## src/rtl/sync_fifo_pkg.sv

```systemverilog
// sync_fifo_pkg: shared constants and helpers for the sync_fifo slice.
//   clog2()  - ceiling log2, usable in constant expressions
//   ptr_w()  - pointer/count width for a given depth (one extra wrap bit)
//   DEF_*    - widths derived from the default depth of 8
package sync_fifo_pkg;

  function automatic int clog2(input int v);
    int r;
    r = 0;
    while ((1 << r) < v) r++;
    return r;
  endfunction

  // Pointers carry one bit beyond the address so full and empty differ.
  function automatic int ptr_w(input int depth);
    return clog2(depth) + 1;
  endfunction

  localparam int DEF_DEPTH  = 8;
  localparam int DEF_ADDR_W = clog2(DEF_DEPTH);
  localparam int DEF_PTR_W  = ptr_w(DEF_DEPTH);

endpackage

```

## src/rtl/sync_fifo_if.sv

```systemverilog
// sync_fifo_if: handshake/data bundle between a FIFO user and sync_fifo.
//   master : drives wr_en, din, rd_en; observes data and status
//   slave  : the FIFO itself (drives dout, flags, data_count, error pulses)
interface sync_fifo_if
  import sync_fifo_pkg::*;
#(
  parameter int DATA_WIDTH = 8,
  parameter int FIFO_DEPTH = 8
);
  localparam int CNT_W = ptr_w(FIFO_DEPTH);

  logic                  wr_en;
  logic [DATA_WIDTH-1:0] din;
  logic                  rd_en;
  logic [DATA_WIDTH-1:0] dout;
  logic                  full;
  logic                  empty;
  logic                  almost_full;
  logic                  almost_empty;
  logic [CNT_W-1:0]      data_count;
  logic                  overflow;
  logic                  underflow;

  modport master (
    output wr_en, din, rd_en,
    input  dout, full, empty, almost_full, almost_empty, data_count,
           overflow, underflow
  );

  modport slave (
    input  wr_en, din, rd_en,
    output dout, full, empty, almost_full, almost_empty, data_count,
           overflow, underflow
  );
endinterface

```

## src/rtl/sync_fifo_ram.sv

```systemverilog
// sync_fifo_ram: storage array for sync_fifo.
//   clk   - write clock
//   we    - write enable, waddr/wdata written on rising edge
//   raddr - read address, rdata is a combinational read of the array
// Contents are intentionally not reset.
module sync_fifo_ram #(
  parameter int DATA_WIDTH = 8,
  parameter int DEPTH      = 8,
  parameter int ADDR_W     = 3
) (
  input  logic                  clk,
  input  logic                  we,
  input  logic [ADDR_W-1:0]     waddr,
  input  logic [DATA_WIDTH-1:0] wdata,
  input  logic [ADDR_W-1:0]     raddr,
  output logic [DATA_WIDTH-1:0] rdata
);
  logic [DATA_WIDTH-1:0] mem [DEPTH];

  always_ff @(posedge clk)
    if (we) mem[waddr] <= wdata;

  assign rdata = mem[raddr];
endmodule

```

## src/rtl/sync_fifo.sv

```systemverilog
// sync_fifo: single-clock FIFO with occupancy count, threshold flags and
// overflow/underflow pulses.
//   clk  - clock, all state on rising edge
//   rst  - asynchronous active-high reset
//   bus  - sync_fifo_if.slave: wr_en/din/rd_en in; dout, full, empty,
//          almost_full, almost_empty, data_count, overflow, underflow out
// Build option: define SYNC_FIFO_FWFT_EN for first-word-fall-through dout
// (head word visible whenever non-empty); default is a registered dout
// that updates one cycle after an accepted read.
module sync_fifo
  import sync_fifo_pkg::*;
#(
  parameter int DATA_WIDTH = 8,
  parameter int FIFO_DEPTH = 8,
  parameter int ALMOST_WR  = 2,
  parameter int ALMOST_RD  = 1
) (
  input  logic        clk,
  input  logic        rst,
  sync_fifo_if.slave  bus
);
  localparam int ADDR_W = clog2(FIFO_DEPTH);
  localparam int PTR_W  = ptr_w(FIFO_DEPTH);

  logic [PTR_W-1:0]      wr_ptr, rd_ptr, count;
  logic                  full, empty, wr_ok, rd_ok;
  logic [DATA_WIDTH-1:0] rd_data;

  // Flags come only from registered pointers/count, never from wr_en/rd_en.
  assign full  = (wr_ptr[PTR_W-1] != rd_ptr[PTR_W-1]) &&
                 (wr_ptr[ADDR_W-1:0] == rd_ptr[ADDR_W-1:0]);
  assign empty = (wr_ptr == rd_ptr);

  // Acceptance uses the current flags, so at full a concurrent read does
  // not free space for the same-cycle write (and vice versa at empty).
  assign wr_ok = bus.wr_en & ~full;
  assign rd_ok = bus.rd_en & ~empty;

  sync_fifo_ram #(
    .DATA_WIDTH (DATA_WIDTH),
    .DEPTH      (FIFO_DEPTH),
    .ADDR_W     (ADDR_W)
  ) u_ram (
    .clk   (clk),
    .we    (wr_ok),
    .waddr (wr_ptr[ADDR_W-1:0]),
    .wdata (bus.din),
    .raddr (rd_ptr[ADDR_W-1:0]),
    .rdata (rd_data)
  );

  always_ff @(posedge clk or posedge rst) begin
    if (rst) begin
      wr_ptr        <= '0;
      rd_ptr        <= '0;
      count         <= '0;
      bus.overflow  <= 1'b0;
      bus.underflow <= 1'b0;
    end else begin
      if (wr_ok) wr_ptr <= wr_ptr + PTR_W'(1);
      if (rd_ok) rd_ptr <= rd_ptr + PTR_W'(1);
      case ({wr_ok, rd_ok})
        2'b10:   count <= count + PTR_W'(1);
        2'b01:   count <= count - PTR_W'(1);
        default: count <= count;
      endcase
      bus.overflow  <= bus.wr_en & full;
      bus.underflow <= bus.rd_en & empty;
    end
  end

`ifdef SYNC_FIFO_FWFT_EN
  // Head word falls through; zero while empty so reset shows dout=0.
  assign bus.dout = empty ? '0 : rd_data;
`else
  always_ff @(posedge clk or posedge rst) begin
    if (rst)        bus.dout <= '0;
    else if (rd_ok) bus.dout <= rd_data;
  end
`endif

  assign bus.full         = full;
  assign bus.empty        = empty;
  assign bus.data_count   = count;
  assign bus.almost_full  = (count >= PTR_W'(FIFO_DEPTH - ALMOST_WR));
  assign bus.almost_empty = (count <= PTR_W'(ALMOST_RD));
endmodule

```

## src/flat_wrapper.sv

```systemverilog
// flat-port wrapper written by rule: the top's interface ports become plain ports
module sync_fifo_flat import sync_fifo_pkg::*;
#(
  parameter int DATA_WIDTH = 8,
  parameter int FIFO_DEPTH = 8,
  parameter int ALMOST_WR  = 2,
  parameter int ALMOST_RD  = 1
)
  (clk, rst, bus_wr_en, bus_din, bus_rd_en, bus_dout, bus_full, bus_empty, bus_almost_full, bus_almost_empty, bus_data_count, bus_overflow, bus_underflow);
  sync_fifo_if #(.DATA_WIDTH(DATA_WIDTH), .FIFO_DEPTH(FIFO_DEPTH)) bus_i ();
  input  logic clk;
  input  logic rst;
  input wire logic [$bits(bus_i.wr_en)-1:0] bus_wr_en;
  input wire logic [$bits(bus_i.din)-1:0] bus_din;
  input wire logic [$bits(bus_i.rd_en)-1:0] bus_rd_en;
  output wire logic [$bits(bus_i.dout)-1:0] bus_dout;
  output wire logic [$bits(bus_i.full)-1:0] bus_full;
  output wire logic [$bits(bus_i.empty)-1:0] bus_empty;
  output wire logic [$bits(bus_i.almost_full)-1:0] bus_almost_full;
  output wire logic [$bits(bus_i.almost_empty)-1:0] bus_almost_empty;
  output wire logic [$bits(bus_i.data_count)-1:0] bus_data_count;
  output wire logic [$bits(bus_i.overflow)-1:0] bus_overflow;
  output wire logic [$bits(bus_i.underflow)-1:0] bus_underflow;
  assign bus_i.wr_en = bus_wr_en;
  assign bus_i.din = bus_din;
  assign bus_i.rd_en = bus_rd_en;
  assign bus_dout = bus_i.dout;
  assign bus_full = bus_i.full;
  assign bus_empty = bus_i.empty;
  assign bus_almost_full = bus_i.almost_full;
  assign bus_almost_empty = bus_i.almost_empty;
  assign bus_data_count = bus_i.data_count;
  assign bus_overflow = bus_i.overflow;
  assign bus_underflow = bus_i.underflow;
  sync_fifo #(.DATA_WIDTH(DATA_WIDTH), .FIFO_DEPTH(FIFO_DEPTH), .ALMOST_WR(ALMOST_WR), .ALMOST_RD(ALMOST_RD)) u_core (.clk(clk), .rst(rst), .bus(bus_i));
endmodule
```

## config.mk

```make
export PLATFORM = sky130hd
export DESIGN_NAME = sync_fifo_flat
export DESIGN_NICKNAME = d
export VERILOG_FILES = /design/src/rtl/sync_fifo_pkg.sv /design/src/rtl/sync_fifo_if.sv /design/src/rtl/sync_fifo_ram.sv /design/src/rtl/sync_fifo.sv /design/src/flat_wrapper.sv
export SDC_FILE = /design/constraint.sdc
export NUM_CORES = 1
export LEC_CHECK = 0
export CAP_MARGIN = 20
export CORE_AREA = 2 2 88 90
export CTS_BUF_LIST = sky130_fd_sc_hd__clkbuf_2 sky130_fd_sc_hd__clkbuf_4 sky130_fd_sc_hd__clkbuf_8
export DETAILED_ROUTE_END_ITERATION = 16
export DIE_AREA = 0 0 90 92
export MAX_ROUTING_LAYER = met4
export PLACE_DENSITY = 0.68
export RECOVER_POWER = 50
export SKIP_CTS_REPAIR_TIMING = 1
export SKIP_LAST_GASP = 1
export SLEW_MARGIN = 25
export SYNTH_ARGS = -nofsm -noshare
export SYNTH_HDL_FRONTEND = slang
export SYNTH_SLANG_ARGS = --single-unit
```

## constraint.sdc

```tcl
create_clock -name clk -period 2.3 [get_ports clk]
set_input_delay 0.23 -clock clk [delete_from_list [all_inputs] [get_ports clk]]
set_output_delay 0.23 -clock clk [all_outputs]
set_load 0.005 [all_outputs]
```

# Word level (Yosys, flattened, before mapping)
# Memory sizes are Yosys's and may differ from the RTL's. A register that Yosys moved wholly into a read port is not among the register bits.
# Index checks and enable logic that the tools add are counted.
# op_classes
addsub,4
order_cmp,2
eq_ne,5
mux,3
n_bitwise,6
reduce_logical,2
# ops
op,count
$add 4x1->4 const B,3
$pmux 4 s2,1
$and 1x1->1,4
$eq 4x4->1,1
$ge 4x3->1 const B,1
$le 4x1->1 const B,1
$sub 4x1->4 const B,1
$eq 3x3->1,1
$eq 2x1->1 const B,1
$eq 2x2->1 const B,1
$mux 1,2
$not 1->1,2
$reduce_bool 2->1,1
$logic_and 1x1->1,1
$ne 1x1->1,1
# word_totals
register_bits,14
mem_bits_rw,64
inputBits,12
out_inout_bits,18
word_cells,28
memories,1
# memory_table
name,depth,word_bits,read_ports,rd_clocked_by_memory_dff,write_ports,line,rtl
u_core.u_ram.mem,8,8,1,1,1,sync_fifo_ram.sv:18,logic [DATA_WIDTH-1:0] mem [DEPTH];

# Logic depth before layout (Yosys ltp)
# Gate-level depths: netlist (run 1).
# depth
depth_word,6
mapped_depth,9

# Cells and area by module
# A second synthesis (run 1) with hierarchy kept.
# hier_totals
cells_unflattened,199
hier_area_um2,3729.8
# by_module_without_submodules
module,instances,cells_per_inst,area_each_um2
sync_fifo_ram,1,106,2531.2
sync_fifo,1,93,1198.6

# Least setup slack after synthesis (run 1)
# No wires, ideal clock.
# synth_path
kind,register to register
startpoint,register u_core.rd_ptr[0]
endpoint,memory u_core.u_ram.mem[2][0] (enable)
arrival_ns,1.827
setup_slack_ns,0.090
stages_incl_launch_ff,6
period_less_slack_ns,2.210
cell_sequence,dfrtp_1 buf_4 xor2_2 o41ai_4 or2_1 nor3_1
# synth_via
elab_chain_len,6
# synth_rtl
element,line,rtl
"start, declared",sync_fifo.sv:25,"logic [PTR_W-1:0] wr_ptr, rd_ptr, count;"
"start signal, assigned",sync_fifo.sv:61,if (rd_ok) rd_ptr <= rd_ptr + PTR_W'(1);
$eq 3x3->1,sync_fifo.sv:31,(wr_ptr[ADDR_W-1:0] == rd_ptr[ADDR_W-1:0]);
$logic_and 1x1->1,sync_fifo.sv:30,assign full = (wr_ptr[PTR_W-1] != rd_ptr[PTR_W-1]) &&
$not 1->1,sync_fifo.sv:36,assign wr_ok = bus.wr_en & ~full;
$and 1x1->1,sync_fifo.sv:36,
$mux 1,sync_fifo_ram.sv:21,if (we) mem[waddr] <= wdata;
$mux 1 (not written as such),sync_fifo_ram.sv:21,
"end, declared",sync_fifo_ram.sv:18,
# Every way passes these cells.

# Final worst setup path (run 1)
# layout_path
startpoint,register u_core.rd_ptr[2]
endpoint,output bus_empty
# layout_via
elab_chain_len,1
# layout_rtl
element,line,rtl
$eq 4x4->1,sync_fifo.sv:32,assign empty = (wr_ptr == rd_ptr);
"end, declared",flat_wrapper.sv:18,output wire logic [$bits(bus_i.empty)-1:0] bus_empty;
# Every way passes these cells.

==> qor.csv, run 1 <==
stage,metric,value,unit
power_and_ir_drop,peak supply drop,0.0004879,V
synth,distinct cell type count after synthesis,29,
place,DP HPWL,4.120,mm
synth,top post-synthesis cells by count,"edfxtp_1 (64), dfrtp_1 (22), mux4_2 (16)",
floorplanning,die height,92,um
drt,routed wire length,5.932,mm
cts,Sink Count,86,
floorplanning,IO Pins,30,
drt,WL/cell,16.48,um
synth,Mapped Cells,202,
critical_path,worst reg2reg path depth,5,
global_routing,vias in the first global route,1867,
finish,nets@finish,272,
place,Post-Place Setup Slack,0.2774,ns
min_path,worst hold path type,reg2reg,
finish,Layout area overhead,21.68,%
synth,Mapped Avg Cell Area,17.52,sq um
global_routing,global-route wire length before repair,9.604,mm
cts,CTS tree,built,
critical_path,Crit. End Element,output pin,
drt,post-route antenna net violation count,0,
global_routing,gr usage total,16.22,%
place,Routability Congestion,0.8068,
timing,Worst Max-Slew Pin Slew,1.239,ns
power_and_ir_drop,Power Density,1280,nW/um^2
critical_path,CP Depth,4,
cts,CTS buffer count,9,
cts,Clock Latency Late Sink,0.35,ns
synth,Yosys reg bits,86,
critical_path,Arrival @ worst endpoint,1.98,ns
critical_path,CP max FO,3,
floorplanning,initial core utilization,47.51,%
timing,Pins Over Slew Limit,0,
critical_path,"Slowest-stage cell, CP",clkdlybuf4s50_1,
finish,fillers,598,
critical_path,Worst setup endpoint,bus_empty,
floorplanning,Placement Rows,32,
floorplanning,Die ar.,8280,sq um
timing,period utilisation layout,95.99,%
synth,yosys warns,0,
synth,register area share after synthesis,69.87,%
synth,cell with the most instances after synthesis,edfxtp_1,
critical_path,CP Data Required Time,2.07,ns
critical_path,crit path cell chain,xor2_1 > or2_2 > nor3_2 > clkdlybuf4s50_1,
timing,Final Hold Viols,0,
timing,clk_skew,0.01156,ns
drt,Pre-antenna DRT Iters,4,
synth,Post-synth EDFFs,64,
global_routing,largest net degree at the start of global routing,23,
drt,DRT iter0 DRCs,175,
drt,via count,1826,
critical_path,R2R Path End,u_core.u_ram.mem[6][4],
global_routing,antenna violations before repair,0,
critical_path,worst r2r src,u_core.wr_ptr[0],
cts,"Reg clk slew, reported paths",0.09,ns
floorplanning,CORE AREA,7447,sq um
critical_path,CP peak stage delay,0.52,ns
timing,Hold WS,0.4821,ns
drt,DR vias/cell,5.072,
synth,synthesized area,3538,sq um
synth,syn nets,221,
critical_path,Worst Setup Start Kind,register,
synth,"Primary FF master, synth",edfxtp_1,
power_and_ir_drop,Leakage Power,1.584,nW
synth,ys async rst share,25.58,%
finish,Ant. Diodes,0,
finish,share of layout cells above drive strength 1,24.42,%
timing,Max Fclk,453.0,MHz
job,Max-cap violations,0,
synth,biggest area consumer among synthesized cells,edfxtp_1,
cts,worst-case clock buffer depth,2,
place,IO buf count,29,
drt,DRC viols,0,
cts,H-tree depth,3,
critical_path,worst setup path class,reg2out,
critical_path,Top delay family on crit path,buffers and inverters,
timing,Max-Slew Margin vs Limit,17.41,%
synth,top area cells in the synthesized netlist,"edfxtp_1 (54%), dfrtp_1 (16%), mux4_2 (10%)",
critical_path,r2r setup slk,0.32,ns
outcome,outcome,completed,
timing,RSZ-0062 raised after global routing,false,
critical_path,Worst Setup SP,u_core.rd_ptr[2],
synth,post-synth top area share,54.31,%
timing,final setup vio count,0,
cts,Clk Tree Root Cell,clkbuf_8,
critical_path,worst path bufs/invs,1,
floorplanning,die width,90,um
timing,crit path time final,2.208,ns
timing,Final WS setup,0.09227,ns
global_routing,gr ovfl total,0,
## power breakdown
group	total [W]	switching, W	internal [W]
Clock	0.00117	0.000546	0.000624
Combinational	0.00206	0.000995	0.00107
Sequential	0.00228	0.000220	0.00206
Total	0.00551	0.00176	0.00375
## per-layer routing
| layer | share of wire, % | GRT usage [%] |
|---|---|---|
| met4 | 1.3 | 7.949 |
| met3 | 3.4 | 3.533 |
| met2 | 52 | 27.01 |
| met1 | 43 | 18.89 |
| met5 | 0 | - |
## final cells by class
cell class / instances / area, sq um / share of cell area [%]
Clock buffer: 9 / 123.9 / 2.877
Clock inverter: 7 / 102.6 / 2.383
Inverter: 7 / 26.28 / 0.6103
Multi-Input combinational cell: 100 / 1013 / 23.54
Sequential cell: 86 / 2475 / 57.48
Tap cell: 102 / 127.6 / 2.964
Timing Repair Buffer: 49 / 436.7 / 10.14
## through the flow
step | instances | total power (W) | TNS (ns) | instance area (sq um) | utilization [%]
after global placement | 343 | 0.004307 | 0 | 4063 | 54.55
after floorplan | 202 | 0.003607 | 0 | 3538 | -
after global routing | 360 | 0.005849 | 0 | 4305 | 57.81
final | 360 | 0.005509 | 0 | 4305 | 57.81
after detailed placement | 343 | 0.004382 | 0 | 4063 | 54.55
after CTS | 359 | 0.005542 | -0.1087 | 4289 | 57.59
## cell families (layout without fill, tap and decap cells)
logic type	Yosys count	after routing	synth area share, %
adders and majority gates	7	7	2.475
xor gates and xnor gates	15	15	4.137
buffers and inverters	16	72	2.086
AOI/OAI and AO/OA	13	13	2.794
DFF	86	86	69.87
and+or+nand+nor	38	38	5.163
muxes	27	27	13.47
## worst register-to-register path: stages, from the launching register on
cell	delay, ns
dfrtp_1	0.52
xor2_2	0.40
o41ai_4	0.12
or2_1	0.27
nor2_1	0.19
buf_4	0.20
## worst min path at each step
stage | start | endpoint | slack, ns | depth (start not counted)
final | u_core.bus.dout[4] | u_core.bus.dout[4] | 0.48 | 2
after global routing | u_core.bus.dout[3] | u_core.bus.dout[3] | 0.53 | 2
after global placement | u_core.bus.dout[7] | u_core.bus.dout[7] | 0.46 | 2
after CTS | rst | u_core.bus.dout[0] | 0.22 | 3
after detailed placement | u_core.bus.dout[4] | u_core.bus.dout[4] | 0.47 | 2
after floorplan | rst | u_core.bus.data_count[0] | 0.22 | 1
## sequential cells by signal (all words and copies together) (netlist names)
name,cells
u_core.rd_ptr,4
u_core.bus.overflow,1
u_core.wr_ptr,4
u_core.bus.data_count,4
u_core.u_ram.mem,64
u_core.bus.underflow,1
u_core.bus.dout,8
## layout by cell type, fill, tap and decap left out, types with 2 or more instances in the layout
cell,n
nand2_1,10
xnor2_1,5
o41ai_4,2
xor2_2,2
nor2_1,11
mux2i_1,9
inv_6,3
buf_4,19
nand3_1,2
clkdlybuf4s50_1,20
dfrtp_1,20
nor3_2,3
bufinv_16,2
nand2b_1,4
dfrtp_2,2
ha_1,7
inv_1,7
nor3_1,3
o21ai_0,10
edfxtp_1,64
mux4_2,16
clkbuf_8,9
xor2_1,8
dlygate4sd3_1,9
Power figures use the tool's default switching activity.
==> run 2: changes to the inputs <==
--- a/config.mk
+++ b/config.mk
@@ -5,17 +5,16 @@
 export SDC_FILE = /design/constraint.sdc
 export NUM_CORES = 1
 export LEC_CHECK = 0
-export CAP_MARGIN = 20
 export CORE_AREA = 2 2 88 90
 export CTS_BUF_LIST = sky130_fd_sc_hd__clkbuf_2 sky130_fd_sc_hd__clkbuf_4 sky130_fd_sc_hd__clkbuf_8
 export DETAILED_ROUTE_END_ITERATION = 16
 export DIE_AREA = 0 0 90 92
 export MAX_ROUTING_LAYER = met4
 export PLACE_DENSITY = 0.68
-export RECOVER_POWER = 50
 export SKIP_CTS_REPAIR_TIMING = 1
 export SKIP_LAST_GASP = 1
 export SLEW_MARGIN = 25
 export SYNTH_ARGS = -nofsm -noshare
 export SYNTH_HDL_FRONTEND = slang
 export SYNTH_SLANG_ARGS = --single-unit
+export TNS_END_PERCENT = 100
==> qor.csv, run 2 (same netlist as run 1, synthesis figures left out) <==
stage,metric,value,unit,change
outcome,outcome,completed,,
global_routing,vias in the first global route,1867,,unchanged
finish,share of layout cells above drive strength 1,24.81,%,+0.39 points
floorplanning,die height,92,um,unchanged
drt,DRC viols,0,,unchanged
finish,Largest Register,u_core.u_ram.mem,,
job,Max-cap violations,0,,unchanged
timing,crit path time final,2.207,ns,-0.0003441 ns
critical_path,crit path cell chain,xor2_1 > or2_2 > nor3_2 > clkdlybuf4s50_1,,
floorplanning,Placement Rows,32,,unchanged
global_routing,largest net degree at the start of global routing,23,,unchanged
cts,worst-case clock buffer depth,2,,unchanged
min_path,worst hold path type,in2async,,
finish,Layout area overhead,21.78,%,about the same
timing,Max Fclk,453.0,MHz,about the same
global_routing,gr usage total,16.22,%,unchanged
timing,final setup vio count,0,,unchanged
critical_path,CP peak stage delay,0.52,ns,about the same
floorplanning,initial core utilization,47.51,%,unchanged
timing,Worst Max-Slew Pin Slew,0.4732,ns,-0.7657 ns
cts,Clock Latency Late Sink,0.35,ns,about the same
power_and_ir_drop,Leakage Power,1.586,nW,+0.14%
cts,CTS tree,built,,
power_and_ir_drop,peak supply drop,0.0004882,V,about the same
drt,routed wire length,5.936,mm,about the same
timing,period utilisation layout,95.97,%,about the same
drt,Pre-antenna DRT Iters,4,,unchanged
cts,Clk Tree Root Cell,clkbuf_8,,
timing,clk_skew,0.01162,ns,+0.00006110 ns
critical_path,CP max FO,3,,unchanged
global_routing,global-route wire length before repair,9.604,mm,unchanged
timing,Hold WS,0.2136,ns,-0.2686 ns
finish,biggest regs,"u_core.u_ram.mem x64, u_core.bus.dout x8",,
critical_path,CP Data Required Time,2.07,ns,about the same
finish,area occupied by multi-input gates,1013,sq um,unchanged
finish,nets@finish,272,,unchanged
timing,setup TNS,0,ns,unchanged
timing,RSZ-0062 raised after global routing,false,,
timing,Max-Slew Margin vs Limit,68.35,%,+51 points
finish,max reg flops,64,,unchanged
critical_path,worst path bufs/invs,1,,unchanged
drt,WL/cell,16.49,um,about the same
floorplanning,IO Pins,30,,unchanged
global_routing,gr ovfl total,0,,unchanged
cts,CTS buffer count,9,,unchanged
finish,most frequent cells in the layout,"edfxtp_1 (64), clkdlybuf4s50_1 (29), buf_4 (20), dfrtp_1 (20), mux4_2 (16)",,
place,IO buf count,29,,unchanged
drt,DR vias/cell,5.047,,-0.49%
critical_path,Crit. End Element,output pin,,
floorplanning,Die ar.,8280,sq um,unchanged
critical_path,Top delay family on crit path,buffers and inverters,,
place,Routability Congestion,0.8068,,unchanged
critical_path,"Slowest-stage cell, CP",clkdlybuf4s50_1,,
timing,Final Hold Viols,0,,unchanged
cts,H-tree depth,3,,unchanged
power_and_ir_drop,Power Density,1280,nW/um^2,about the same
finish,FF+latch area,2475,sq um,unchanged
cts,"Reg clk slew, reported paths",0.09,ns,about the same
floorplanning,die width,90,um,unchanged
drt,DRT iter0 DRCs,186,,+6.3%
place,DP HPWL,4.120,mm,unchanged
floorplanning,CORE AREA,7447,sq um,unchanged
global_routing,antenna violations before repair,0,,unchanged
finish,Ant. Diodes,0,,unchanged
drt,via count,1817,,-0.49%
timing,Pins Over Slew Limit,0,,unchanged
finish,fillers,597,,-0.17%
critical_path,worst setup path class,reg2out,,
critical_path,Worst Setup Start Kind,register,,
finish,"leading cell type in the layout, fill and taps excluded",edfxtp_1,,
critical_path,Arrival @ worst endpoint,1.98,ns,about the same
drt,post-route antenna net violation count,0,,unchanged
cts,Sink Count,86,,unchanged
[run 2: cell types whose count changed in the layout (fill, tap and decap cells not counted)]
cell	change
and2_0	-1
buf_4	+1
dlygate4sd3_1	-9
and2_1	+1
clkdlybuf4s50_1	+9
clkbuf_1	-1
[run 2: final cells by class]
type | instances | area share [%]
Inverter | 7 | 0.6098
Sequential cell | 86 | 57.43
Tap cell | 102 | 2.962
Clock buffer | 9 | 2.875
Timing Repair Buffer | 49 | 10.22
Clock inverter | 7 | 2.381
Multi-Input combinational cell | 100 | 23.52
[run 2: metrics by stage]
step	power, W	instance area, sq um	instances	worst slack (ns)	util (%)
final	0.005514	4309	360	0.09261	57.86
after global routing	0.005853	4309	360	0.01073	57.86
after CTS	0.005542	4289	359	-0.05577	57.59
after detailed placement	0.004382	4063	343	0.2774	54.55
after global placement	0.004307	4063	343	0.3120	54.55
after floorplan	0.003607	3538	202	0.08960	-
[run 2: worst reg2reg max path, cell delays in order, from the launching register on]
cell and delay [ns]:
dfrtp_1 0.52, xor2_2 0.40, o41ai_4 0.12, or2_1 0.27
nor2_1 0.19, buf_4 0.20
[run 2: per-layer routing]
metal	wire length [um]	up-vias	global-route usage [%]
met4	78	0	7.949
met2	3072	36	27.01
met3	210	7	3.533
met1	2574	918	18.89
met5	0	-	-
li1	-	856	-
[run 2: path summary, 6_finish.rpt]
kind / slack, ns / endpoint / depth (start not counted) / startpoint
hold reg to reg: 0.48 / u_core.bus.dout[4] / 2 / u_core.bus.dout[4]
setup / recovery: 0.09 / bus_empty / 4 / u_core.rd_ptr[2]
hold / removal: 0.21 / u_core.bus.dout[6] / 3 / rst
setup reg to reg: 0.32 / u_core.u_ram.mem[6][4] / 5 / u_core.wr_ptr[0]
max in group asynchronous: 1.82 / u_core.wr_ptr[2] / 3 / rst
min in group clk: 0.48 / u_core.bus.dout[4] / 2 / u_core.bus.dout[4]
[run 2: report_power, final]
group	internal, W	switching (W)	total [W]
combinational	0.00107	0.000995	0.00207
sequential	0.00206	0.000221	0.00228
clock	0.000624	0.000545	0.00117
